===== src/rtl/clk_div_pkg.sv =====
// Shared types and helpers for the programmable clock divider controller.
package clk_div_pkg;

    localparam int BASE_FREQ = 50_000_000;

    typedef enum logic [1:0] {
        IDLE     = 2'd0,
        RUN      = 2'd1,
        STOPPING = 2'd2
    } state_e;

    // Half-period limit that yields the requested output frequency.
    function automatic int lim_from_freq(input int freq);
        return BASE_FREQ / (2 * freq) - 1;
    endfunction

endpackage


===== src/rtl/clk_div_core.sv =====
// Half-period counter, output toggle flop and per-period tick.
module clk_div_core #(
    parameter int DIV_W = 16
) (
    input  logic             clk_in,
    input  logic             rst_a_p,
    input  logic             en,
    input  logic             load,
    input  logic [DIV_W-1:0] lim,
    output logic             clk_out,
    output logic             tick,
    output logic             fall,
    output logic             clk_lo
);
    logic [DIV_W-1:0] cnt;
    logic             at_lim;

    assign at_lim = (cnt == lim);
    assign fall   = en & at_lim & clk_out;
    assign clk_lo = ~clk_out;

    // Dropping en parks the divider low with the counter cleared.
    always_ff @(posedge clk_in) begin
        if (rst_a_p || !en) begin
            cnt     <= '0;
            clk_out <= 1'b0;
            tick    <= 1'b0;
        end else begin
            tick <= at_lim & ~clk_out;
            if (at_lim) begin
                cnt     <= '0;
                clk_out <= ~clk_out;
            end else if (load) begin
                cnt <= '0;
            end else begin
                cnt <= cnt + DIV_W'(1);
            end
        end
    end

endmodule


===== src/rtl/clk_div_ctrl.sv =====
// Start/stop sequencing and period-boundary divisor updates for the clock divider.
// state    | meaning
// IDLE     | clk_out held low, counter at 0
// RUN      | dividing
// STOPPING | dividing until the next falling edge, then IDLE
module clk_div_ctrl #(
    parameter int BASE_FREQ    = 50_000_000,
    parameter int DIV_W        = 16,
    parameter int DEFAULT_FREQ = 1_000_000
) (
    input  logic             clk_in,
    input  logic             rst_a_p,
    input  logic             start,
    input  logic             stop,
    input  logic             cfg_valid,
    input  logic [DIV_W-1:0] cfg_lim,
    output logic             cfg_ready,
    output logic             clk_out,
    output logic             tick,
    output logic             running,
    output logic [DIV_W-1:0] cur_lim
);
    import clk_div_pkg::*;

    localparam logic [DIV_W-1:0] DEFAULT_LIM = DIV_W'(BASE_FREQ / (2 * DEFAULT_FREQ) - 1);

    state_e           state;
    state_e           state_nx;
    logic [DIV_W-1:0] pend_lim;
    logic             pend_valid;
    logic             core_en;
    logic             core_fall;
    logic             core_lo;
    logic             go_idle_lo;
    logic             apply;
    logic             xfer;

    // Stopping in the low phase truncates it; the core must not rise on that edge.
    assign go_idle_lo = (state == RUN) & stop & core_lo;
    assign core_en    = (state != IDLE) & ~go_idle_lo;
    assign running    = (state != IDLE);
    assign cfg_ready  = ~pend_valid;
    assign xfer       = cfg_valid & cfg_ready;
    assign apply      = pend_valid & (core_fall | go_idle_lo | (state == IDLE));

    always_comb begin
        state_nx = state;
        case (state)
            IDLE:     if (start & ~stop) state_nx = RUN;
            RUN:      if (stop) state_nx = core_lo ? IDLE : STOPPING;
            STOPPING: begin
                if (start & ~stop)  state_nx = RUN;
                else if (core_fall) state_nx = IDLE;
            end
            default:  state_nx = IDLE;
        endcase
    end

    always_ff @(posedge clk_in) begin
        if (rst_a_p) begin
            state      <= IDLE;
            cur_lim    <= DEFAULT_LIM;
            pend_lim   <= '0;
            pend_valid <= 1'b0;
        end else begin
            state <= state_nx;
            if (apply) begin
                cur_lim    <= pend_lim;
                pend_valid <= 1'b0;
            end else if (xfer) begin
                if (state == IDLE) begin
                    cur_lim <= cfg_lim;
                end else begin
                    pend_lim   <= cfg_lim;
                    pend_valid <= 1'b1;
                end
            end
        end
    end

    clk_div_core #(.DIV_W(DIV_W)) u_core (
        .clk_in  (clk_in),
        .rst_a_p (rst_a_p),
        .en      (core_en),
        .load    (apply),
        .lim     (cur_lim),
        .clk_out (clk_out),
        .tick    (tick),
        .fall    (core_fall),
        .clk_lo  (core_lo)
    );

endmodule


===== config.mk =====
export PLATFORM = sky130hd
export DESIGN_NAME = clk_div_ctrl
export DESIGN_NICKNAME = d
export VERILOG_FILES = /design/src/rtl/clk_div_pkg.sv /design/src/rtl/clk_div_core.sv /design/src/rtl/clk_div_ctrl.sv
export SDC_FILE = /design/constraint.sdc
export NUM_CORES = 1
export LEC_CHECK = 0
export CAP_MARGIN = 40
export CORE_ASPECT_RATIO = 1.75
export CORE_MARGIN = 2
export CORE_UTILIZATION = 39
export DETAILED_ROUTE_END_ITERATION = 12
export PLACE_DENSITY = 0.6
export SLEW_MARGIN = 20
export SYNTH_ARGS = -nofsm -noshare
export SYNTH_HDL_FRONTEND = slang
export SYNTH_SLANG_ARGS = --single-unit
export TNS_END_PERCENT = 10

===== constraint.sdc =====
create_clock -name clk_in -period 2.75 [get_ports clk_in]
set_input_delay 0.4125 -clock clk_in [delete_from_list [all_inputs] [get_ports clk_in]]
set_output_delay 0.4125 -clock clk_in [all_outputs]
set_load 0.05 [all_outputs]

==> flow_metrics.tcl <==
set metrics [dict create \
    avgRoutedWirePerCell_um 13.5 \
    arrival_ps 1760 \
    syn_to_final_growth_pct 25.3 \
    layout-drive-gt1-share 0.122 \
    synth_most_common_cell "dfxtp_1" \
    track_usage 0.159 \
    path_clk_slew_ps 60 \
    vias 1914 \
    ant_nets 0 \
    synth.avg_cell_area_um2 9.11 \
    fin_skew_ps 6.90 \
    worst_pin_slew_ps 584 \
    die_y_um 111 \
    drtIter0Drc 66 \
    p_int_mw 1.45 \
    cts_buffer_depth 2 \
    sequentialPowerShare 0.427 \
    root_buffer "clkbuf_16" \
    vias_per_cell 4.77 \
    hold_path_class "input pin to flop" \
    firstDrtPassIters 4 \
    setup_tns_ps 0 \
    globalplace.congestion 0.801 \
    crit_chain "or2_2, clkdlybuf4s50_1" \
    path_max_fanout 7 \
    grt_pass1_wl_mm 9.00 \
    ys_warn_count 0 \
    synthCells 280 \
    p_sw_frac 0.250 \
    netlist.area_leader.share 0.416 \
    cp_num_buf_inv 1 \
    maxSlewViolCount 0 \
    cts_hold_buf 0 \
    fin_crit_ps 2170 \
    synth_edf_count 0 \
    cts_resized 0 \
    end_kind "output port" \
    syn_nets 302 \
    synth.yosys.seq_area_share 0.416 \
    numCtsBuffers 5 \
    power_density_mw_per_mm2 606 \
    drc_errors 0 \
    cts_setup_buffers 0 \
    cp.required_ps 2340 \
    grt_max_degree 50 \
    synth_seq_cells 53 \
    place_area_mm2 0.00301 \
    die-area_mm2 0.00723 \
    dpl.hpwl_mm 3.97 \
    postSynth.asyncResetShare 0 \
    combinationalPowerShare 0.161 \
    yosysUniqueCellTypes 34 \
    overflow 0 \
    finalWirelength_mm 5.40 \
    num-nets-final 340 \
    path_delay_family "buffers and inverters" \
    clk_latency_ps 290 \
    finish.instance_area_mm2 0.00320 \
    hold_violations 0 \
    slowest_delay_ps 820 \
    peakVddDrop_v 0.000254 \
    power_mw 1.94 \
    yosys.area.top_type "dfxtp_1" \
    startpoint_type "flop" \
    grt_pass1_vias 1895 \
    netlist_area_mm2 0.00255 \
    synth_commonest_cells "53 x dfxtp_1, 39 x nor2_1, 38 x nand2_1" \
    ys_top_cells_by_area "dfxtp_1 42%, xor2_1 7.6%, mux2i_1 6.7%" \
    status "completed" \
    antenna_found_initial 0 \
    fin_crit_sh 0.791 \
    rsz0062_at_grt "false" \
    ios 41 \
    initial_core_util 0.396 \
    synthFlopType "dfxtp_1" \
    port_buffers 40 \
    num_rows 39 \
    cts_tree "built" \
    final-setup-viol-count 0 \
    cts_htree_levels 2 \
    cap_violations 0 \
    die_w_um 65.1 \
    maxSlewHeadroom 0.610 \
    p_sw_mw 0.485 \
    antennaDiodeCount 0 \
    power_leakage_nw 1.23 \
    slowest_stage "clkdlybuf4s50_1" \
    crit_type "flop to output port" \
    power.share.clock 0.413 \
    clock.fmax_mhz 460 \
    cts.sinks 53 \
    core_area_mm2 0.00644 \
]
## final cells by class
class                      instances  area [µm²]
clock buffer                       5         125
clock inverter                     3        65.1
fill                             652        3250
inverter                           4        15.0
multi-input combinational        209        1390
sequential                        53        1060
tap                               82         103
timing repair buffer              45         433
## metal layers
layer / share of wire / routed length (µm) / vias up / global-route usage
li1: - / - / 1007 / -
met1: 0.42 / 2290 / 880 / 0.186
met2: 0.54 / 2920 / 21 / 0.289
met3: 0.021 / 116 / 6 / 0.0193
met4: 0.014 / 74 / 0 / 0.0542
met5: 0 / 0 / - / 0
## power by group through the flow
stage          clock [mW]  sequential, mW  combinational (mW)
4_1_cts             0.809           0.827               0.316
5_1_grt             0.840           0.830               0.334
3_5_place_dp            0           0.845               0.315
6_report            0.800           0.827               0.311
3_3_place_gp            0           0.844               0.310
2_1_floorplan           0           0.902               0.151
## sequential cells by signal (all words and copies together), names as in the netlist
name	cells
cur_lim	16
pend_lim	16
u_core.cnt	16
state	2
pend_valid	1
u_core.clk_out	1
u_core.tick	1
## per-stage QoR
| step | setup slack [ps] | util | hold slack [ps] | std cells |
|---|---|---|---|---|
| floorplan | 538 | - | 432 | 280 |
| global placement | 550 | 0.467 | 437 | 393 |
| detailed placement | 506 | 0.467 | 442 | 393 |
| CTS | 567 | 0.496 | 356 | 401 |
| global route | 511 | 0.496 | 372 | 401 |
| finish | 575 | 0.496 | 360 | 401 |
## cells in the final DEF, fill, tap and decap left out, types with 4 or more instances in the layout
master / count
mux2i_1: 17
nor2b_1: 18
buf_4: 5
clkbuf_16: 5
xnor2_1: 9
dfxtp_1: 53
mux2_2: 7
inv_1: 4
clkdlybuf4s50_1: 39
a21oi_1: 18
nand2_1: 38
nor2_1: 39
mux2_4: 7
xor2_1: 22
nand3_1: 7
## logic make-up after synthesis
group,after synthesis,share of synthesized area
compound gates,24,0.0564
simple gates,122,0.240
buf+inv,18,0.0373
xor+xnor,31,0.106
flops,53,0.416
mux,31,0.139
fa+ha+maj,1,0.00491
## worst paths after layout
kind                             from                  endpoint  slack (ps)  cells after the start
max reg2reg  u_core.cnt[2]$_SDFF_PP0_   cur_lim[8]$_SDFFE_PP0P_         650                      6
min                           rst_a_p     state[0]$_SDFFE_PP0P_         360                      2
max             state[0]$_SDFFE_PP0P_                   running         580                      2
min reg2reg  pend_lim[1]$_SDFFE_PP0P_  pend_lim[1]$_SDFFE_PP0P_         450                      2
No activity file was read; power rests on OpenSTA's default activity.
